==> src/rtl/vred_pkg.sv <==
// Shared op encoding and bitwise reduction primitives for the logical-reduction datapath.
package vred_pkg;

    typedef enum logic [1:0] {
        OPSEL_NONE = 2'b00,
        OPSEL_AND  = 2'b01,
        OPSEL_OR   = 2'b10,
        OPSEL_XOR  = 2'b11
    } vred_op_e;

    // Identity bit for the op: a masked lane contributes this value on every bit
    function automatic logic red_identity(input vred_op_e op);
        return (op == OPSEL_AND);
    endfunction

    // Single-bit combine; OPSEL_NONE forces zero so the whole result collapses to 0
    function automatic logic red_combine(input vred_op_e op, input logic a, input logic b);
        logic r;
        case (op)
            OPSEL_AND: r = a & b;
            OPSEL_OR:  r = a | b;
            OPSEL_XOR: r = a ^ b;
            default:   r = 1'b0;
        endcase
        return r;
    endfunction

endpackage

==> src/rtl/vred_logic_tree.sv <==
// Combinational pairwise reducer: masked lanes become the op identity, then
// log2(LANES) levels of pairwise combining produce a single element.
module vred_logic_tree
    import vred_pkg::*;
#(
    parameter int unsigned DATA_WIDTH = 32,
    parameter int unsigned LANES      = 4
) (
    input  vred_op_e                      op,
    input  logic [LANES*DATA_WIDTH-1:0]   data,
    input  logic [LANES-1:0]              mask,
    output logic [DATA_WIDTH-1:0]         result
);

    localparam int unsigned LEVELS = $clog2(LANES);

    logic [DATA_WIDTH-1:0] ident;

    // Replicated identity value used for inactive lanes
    always_comb begin
        ident = {DATA_WIDTH{red_identity(op)}};
    end

    for (genvar l = 0; l <= LEVELS; l++) begin : g_lvl
        logic [DATA_WIDTH-1:0] node [LANES >> l];

        if (l == 0) begin : g_leaf
            // Leaves: active lanes pass through, masked lanes take the identity
            always_comb begin
                for (int unsigned j = 0; j < LANES; j++) begin
                    node[j] = mask[j] ? data[j*DATA_WIDTH +: DATA_WIDTH] : ident;
                end
            end
        end else begin : g_pair
            // Internal level: combine adjacent pairs from the level below
            always_comb begin
                for (int unsigned j = 0; j < (LANES >> l); j++) begin
                    for (int unsigned b = 0; b < DATA_WIDTH; b++) begin
                        node[j][b] = red_combine(op, g_lvl[l-1].node[2*j][b],
                                                     g_lvl[l-1].node[2*j+1][b]);
                    end
                end
            end
        end
    end

    assign result = g_lvl[LEVELS].node[0];

endmodule

==> src/rtl/vred_logic_accum.sv <==
// Multi-beat logical reduction (and/or/xor) with scalar seed, a lane-tree stage (S1),
// a cross-beat accumulator and a held valid/ready result register.
module vred_logic_accum
    import vred_pkg::*;
#(
    parameter int unsigned DATA_WIDTH  = 32,
    parameter int unsigned LANES       = 4,
    parameter int unsigned OPSEL_WIDTH = 2
) (
    input  logic                          clk,
    input  logic                          rst,
    input  logic                          in_valid,
    output logic                          in_ready,
    input  logic [LANES*DATA_WIDTH-1:0]   in_data,
    input  logic [LANES-1:0]              in_mask,
    input  logic [DATA_WIDTH-1:0]         in_scalar,
    input  logic                          in_first,
    input  logic                          in_last,
    input  logic [OPSEL_WIDTH-1:0]        in_opSel,
    output logic                          out_valid,
    input  logic                          out_ready,
    output logic [DATA_WIDTH-1:0]         out_data,
    output logic                          busy
);

    logic                  stall;
    logic                  accept;
    logic                  take;
    vred_op_e              beat_op;
    logic [DATA_WIDTH-1:0] tree_out;

    // Vector state: op latched on the first beat, open until the last beat is accepted
    vred_op_e              op_q;
    logic                  open_q;
    logic [DATA_WIDTH-1:0] seed_q;

    // S1 stage: tree result plus tags
    logic                  s1_valid;
    logic [DATA_WIDTH-1:0] s1_data;
    logic                  s1_first;
    logic                  s1_last;
    vred_op_e              s1_op;

    logic [DATA_WIDTH-1:0] acc_q;
    logic [DATA_WIDTH-1:0] acc_base;
    logic [DATA_WIDTH-1:0] acc_next;

    // Handshake and per-beat op selection; stray non-first beats are accepted but not taken
    always_comb begin
        stall    = out_valid & ~out_ready;
        in_ready = ~stall;
        accept   = in_valid & ~stall;
        take     = accept & (in_first | open_q);
        beat_op  = in_first ? vred_op_e'(in_opSel[1:0]) : op_q;
        busy     = open_q | s1_valid | out_valid;
    end

    vred_logic_tree #(
        .DATA_WIDTH (DATA_WIDTH),
        .LANES      (LANES)
    ) u_tree (
        .op     (beat_op),
        .data   (in_data),
        .mask   (in_mask),
        .result (tree_out)
    );

    // Accumulator update: first beat folds the seed, later beats fold the running value
    always_comb begin
        acc_base = s1_first ? seed_q : acc_q;
        for (int unsigned b = 0; b < DATA_WIDTH; b++) begin
            acc_next[b] = red_combine(s1_op, acc_base[b], s1_data[b]);
        end
    end

    // Pipeline registers; everything downstream of the input holds while the output stalls
    always_ff @(posedge clk) begin
        if (rst) begin
            op_q      <= OPSEL_NONE;
            open_q    <= 1'b0;
            seed_q    <= '0;
            s1_valid  <= 1'b0;
            s1_data   <= '0;
            s1_first  <= 1'b0;
            s1_last   <= 1'b0;
            s1_op     <= OPSEL_NONE;
            acc_q     <= '0;
            out_valid <= 1'b0;
            out_data  <= '0;
        end else begin
            if (take) begin
                open_q <= ~in_last;
            end
            if (take && in_first) begin
                op_q <= beat_op;
            end
            if (!stall) begin
                s1_valid <= take;
                if (take) begin
                    s1_data  <= tree_out;
                    s1_first <= in_first;
                    s1_last  <= in_last;
                    s1_op    <= beat_op;
                    // Safe to overwrite: any older first beat in S1 consumes seed_q this same edge
                    if (in_first) begin
                        seed_q <= in_scalar;
                    end
                end
                out_valid <= s1_valid & s1_last;
                if (s1_valid) begin
                    acc_q <= acc_next;
                    if (s1_last) begin
                        out_data <= acc_next;
                    end
                end
            end
        end
    end

endmodule

==> config.mk <==
export PLATFORM = sky130hd
export DESIGN_NAME = vred_logic_accum
export DESIGN_NICKNAME = d
export VERILOG_FILES = /design/src/rtl/vred_pkg.sv /design/src/rtl/vred_logic_tree.sv /design/src/rtl/vred_logic_accum.sv
export SDC_FILE = /design/constraint.sdc
export NUM_CORES = 1
export LEC_CHECK = 0
export ABC_AREA = 1
export BUFFER_PORTS_ARGS = -buffer_cell sky130_fd_sc_hd__buf_2
export CAP_MARGIN = 20
export CORE_UTILIZATION = 45
export CTS_CLUSTER_DIAMETER = 80
export DETAILED_ROUTE_END_ITERATION = 10
export PLACE_DENSITY = 0.66
export SLEW_MARGIN = 20
export SYNTH_ARGS = -nofsm -noshare
export SYNTH_HDL_FRONTEND = slang
export SYNTH_SLANG_ARGS = --single-unit
==> constraint.sdc <==
create_clock -name clk -period 8.6 [get_ports clk]
set_input_delay 1.72 -clock clk [delete_from_list [all_inputs] [get_ports clk]]
set_output_delay 1.72 -clock clk [all_outputs]
set_load 0.005 [all_outputs]
==> flow_metrics.tcl <==
set metrics [dict create \
    status "finished, final reports clean" \
    gp_congestion 0.832 \
    yosys.area_share.simple_pct 22.8 \
    maxSlewHeadroom_pct 27.0 \
    switchingPower_uw 624 \
    final_cell_mix "inv_1 (417), nand2_1 (305), nor2_1 (280)" \
    post_cts_resized 0 \
    cts_tree "built" \
    via_count 12600 \
    die_area_sq_um 29600 \
    period_share_pct 69.4 \
    ys_warn_count 0 \
    cts_setup_buffers 0 \
    min_from "seed_q[31]$_SDFFE_PP0P_" \
    die_h_um 172 \
    numCtsBuffers 17 \
    htreeDepth 4 \
    totalWireLength_um 35100 \
    muxShareOfSynthArea_pct 0 \
    synth_nets 2480 \
    reg2reg_depth 20 \
    clock_skew_ns 0.0117 \
    start_util_pct 46.3 \
    min_path_type "flop to flop" \
    ir_worst_vdd_v 0.000122 \
    min_period_ns 5.96 \
    synth_compound_area_share_pct 15.3 \
    grt_pass1_vias 11600 \
    crit_path_start_kind "input pin" \
    avgSynthCellArea_sq_um 6.34 \
    first_iter_violations 774 \
    mostFrequentLayoutCell "inv_1" \
    clkPwrFrac_pct 41.1 \
    firstDrtPassIters 5 \
    worst_ep_required_time_ns 8.85 \
    final_cell_area_sq_um 14900 \
    ys_types 21 \
    crit_arrival_ns 6.21 \
    postSynthRegisterBits 137 \
    fin_nets 2606 \
    r2r_start "op_q[1]$_SDFFE_PP0P_" \
    clockRootBuffer "clkbuf_16" \
    leakagePower_nw 8.23 \
    fp-row-count 61 \
    cap_viol_max_count 0 \
    cts_buffer_depth 2 \
    grtUsageTotal_pct 24.1 \
    ys_seq_area_share_pct 21.1 \
    intPower_mw 1.40 \
    synth.cell_area_sq_um 13000 \
    hold_end "seed_q[31]$_SDFFE_PP0P_" \
    post_drt_via_cell_ratio 4.91 \
    cts.clk_slew.worst_paths_ns 0.06 \
    drive_above_1_share_pct 12.6 \
    slew_violations 0 \
    critical_path_class "input pin to flop" \
    grt_antenna_before_repair 0 \
    finalSetupTns_ns 0 \
    p_sw_share_pct 30.9 \
    finalHoldViolations 0 \
    dp.final_hpwl_um 24800 \
    antenna_cells 0 \
    rsz0062_at_grt "no" \
    place_worst_setup_slack_ns 2.11 \
    worst_pin_slew_ns 1.09 \
    postSynthCellCount 2052 \
    grt_pass1_wl_um 57500 \
    r2r_setup_slack_ns 3.78 \
    cellPowerDensity_nw_per_um2 136 \
    critPathMaxFanout 36 \
    core_sq_um 28100 \
    cp-end-kind "flop" \
    synth_top_family_by_area "adder cells" \
    placed_area_sq_um 14200 \
    die_w_um 172 \
    timing.fmax_ghz 0.168 \
    wl_per_cell_um 13.7 \
    yosys.area_share.adder_pct 24.6 \
    hold_depth 2 \
    ios 207 \
    insertion_delay_ns 0.42 \
    fin_util_pct 53.1 \
    cts.sinks 137 \
    comb_power_share_pct 25.2 \
    fillCellCount 2846 \
    gr-total-overflow 0 \
    ant_nets 0 \
    p_seq_share_pct 33.7 \
    syn_to_final_growth_pct 14.5 \
    drc 0 \
    synth_xor_area_share_pct 0 \
    worst_slack_ns 2.64 \
    reg2reg_to "s1_data[6]$_SDFFE_PP0P_" \
    finalSetupViolations 0 \
    io_buffer_count 206 \
    grt_max_degree 70 \
    hold_buffers 0 \
]
## per-stage QoR
step           hold slack [ns]  total power, mW  cells
2_1_floorplan            0.429             1.04   2052
3_3_place_gp             0.443             1.18   2533
3_5_place_dp             0.446             1.20   2535
4_1_cts                  0.454             2.03   2566
5_1_grt                  0.473             2.16   2568
6_report                 0.457             2.02   2568
## cells by family after synthesis
logic type | after synthesis
fa+ha+maj | 256
flops | 137
buf+inv | 542
compound gates | 383
simple gates | 734
## worst max-delay path by stage
stage	start	endpoint	slack [ns]
after global routing	in_first	s1_data[18]$_SDFFE_PP0P_	2.20
final	in_first	s1_data[6]$_SDFFE_PP0P_	2.64
after CTS	in_first	s1_data[15]$_SDFFE_PP0P_	2.52
after floorplan	in_first	s1_data[29]$_SDFFE_PP0P_	4.70
after detailed placement	in_first	s1_data[6]$_SDFFE_PP0P_	2.11
after global placement	in_first	s1_data[22]$_SDFFE_PP0P_	2.23
## cells in the mapped netlist
| library cell | number | share of area (%) |
|---|---|---|
| dfxtp_1 | 137 | 21 |
| nand3b_1 | 5 | 0.29 |
| clkbuf_1 | 74 | 2.1 |
| inv_1 | 421 | 12 |
| o21ai_0 | 235 | 9.0 |
| buf_1 | 2 | 0.058 |
| or2_2 | 8 | 0.38 |
| inv_2 | 2 | 0.058 |
| buf_4 | 3 | 0.17 |
| buf_2 | 39 | 1.5 |
| a21oi_1 | 116 | 4.5 |
| nand2_2 | 2 | 0.096 |
| nand2_1 | 307 | 8.9 |
| nor3_4 | 1 | 0.12 |
| buf_6 | 1 | 0.086 |
| nor3_1 | 1 | 0.038 |
| nor2_1 | 284 | 8.2 |
| o211ai_1 | 32 | 1.8 |
| or2_1 | 2 | 0.096 |
| ha_1 | 256 | 25 |
| nand3_1 | 124 | 4.8 |
## worst max-delay path: stages
cell      delay, ns
buf_2          0.17
inv_2          0.07
nand2_1        0.06
nand2_1        0.04
buf_4          0.24
nand2_1        0.40
clkinv_1       0.69
buf_4          0.51
nor2_2         0.38
buf_4          0.38
nor2_1         0.11
ha_1           0.30
nand2_1        0.06
o21ai_0        0.07
a21oi_1        0.24
inv_1          0.09
ha_1           0.30
nand3_1        0.09
nand3_1        0.08
nand2_1        0.06
a21oi_1        0.07
## final cells by class
class	count	area [sq um]	area share, %
Tap cell	378	473	3.17
Multi-Input combinational cell	1373	8190	54.9
Timing Repair Buffer	226	1240	8.33
Clock buffer	20	447	3.00
Sequential cell	137	2750	18.4
Inverter	423	1590	10.7
Clock inverter	11	219	1.47
## power groups by stage
stage               clock network [mW]  logic, mW  registers, mW
floorplan                            0      0.356          0.685
global placement                     0      0.482          0.693
detailed placement                   0      0.502          0.694
CTS                              0.842      0.508          0.681
global route                     0.876      0.595          0.684
finish                           0.831      0.508          0.681
## sequential cells by signal, summed over array words and instances (netlist names)
name	count
open_q	1
s1_first	1
s1_op	2
s1_valid	1
s1_data	32
out_data	32
op_q	2
acc_q	32
out_valid	1
s1_last	1
seed_q	32
## per-layer routing
| metal | track usage (%) | share of wire, % |
|---|---|---|
| met2 | 38.5 | 43 |
| met1 | 34.7 | 51 |
| met4 | 3.73 | 0.61 |
| met5 | 0 | 0 |
| met3 | 3.20 | 5.6 |
Power figures use the tool's default switching activity.
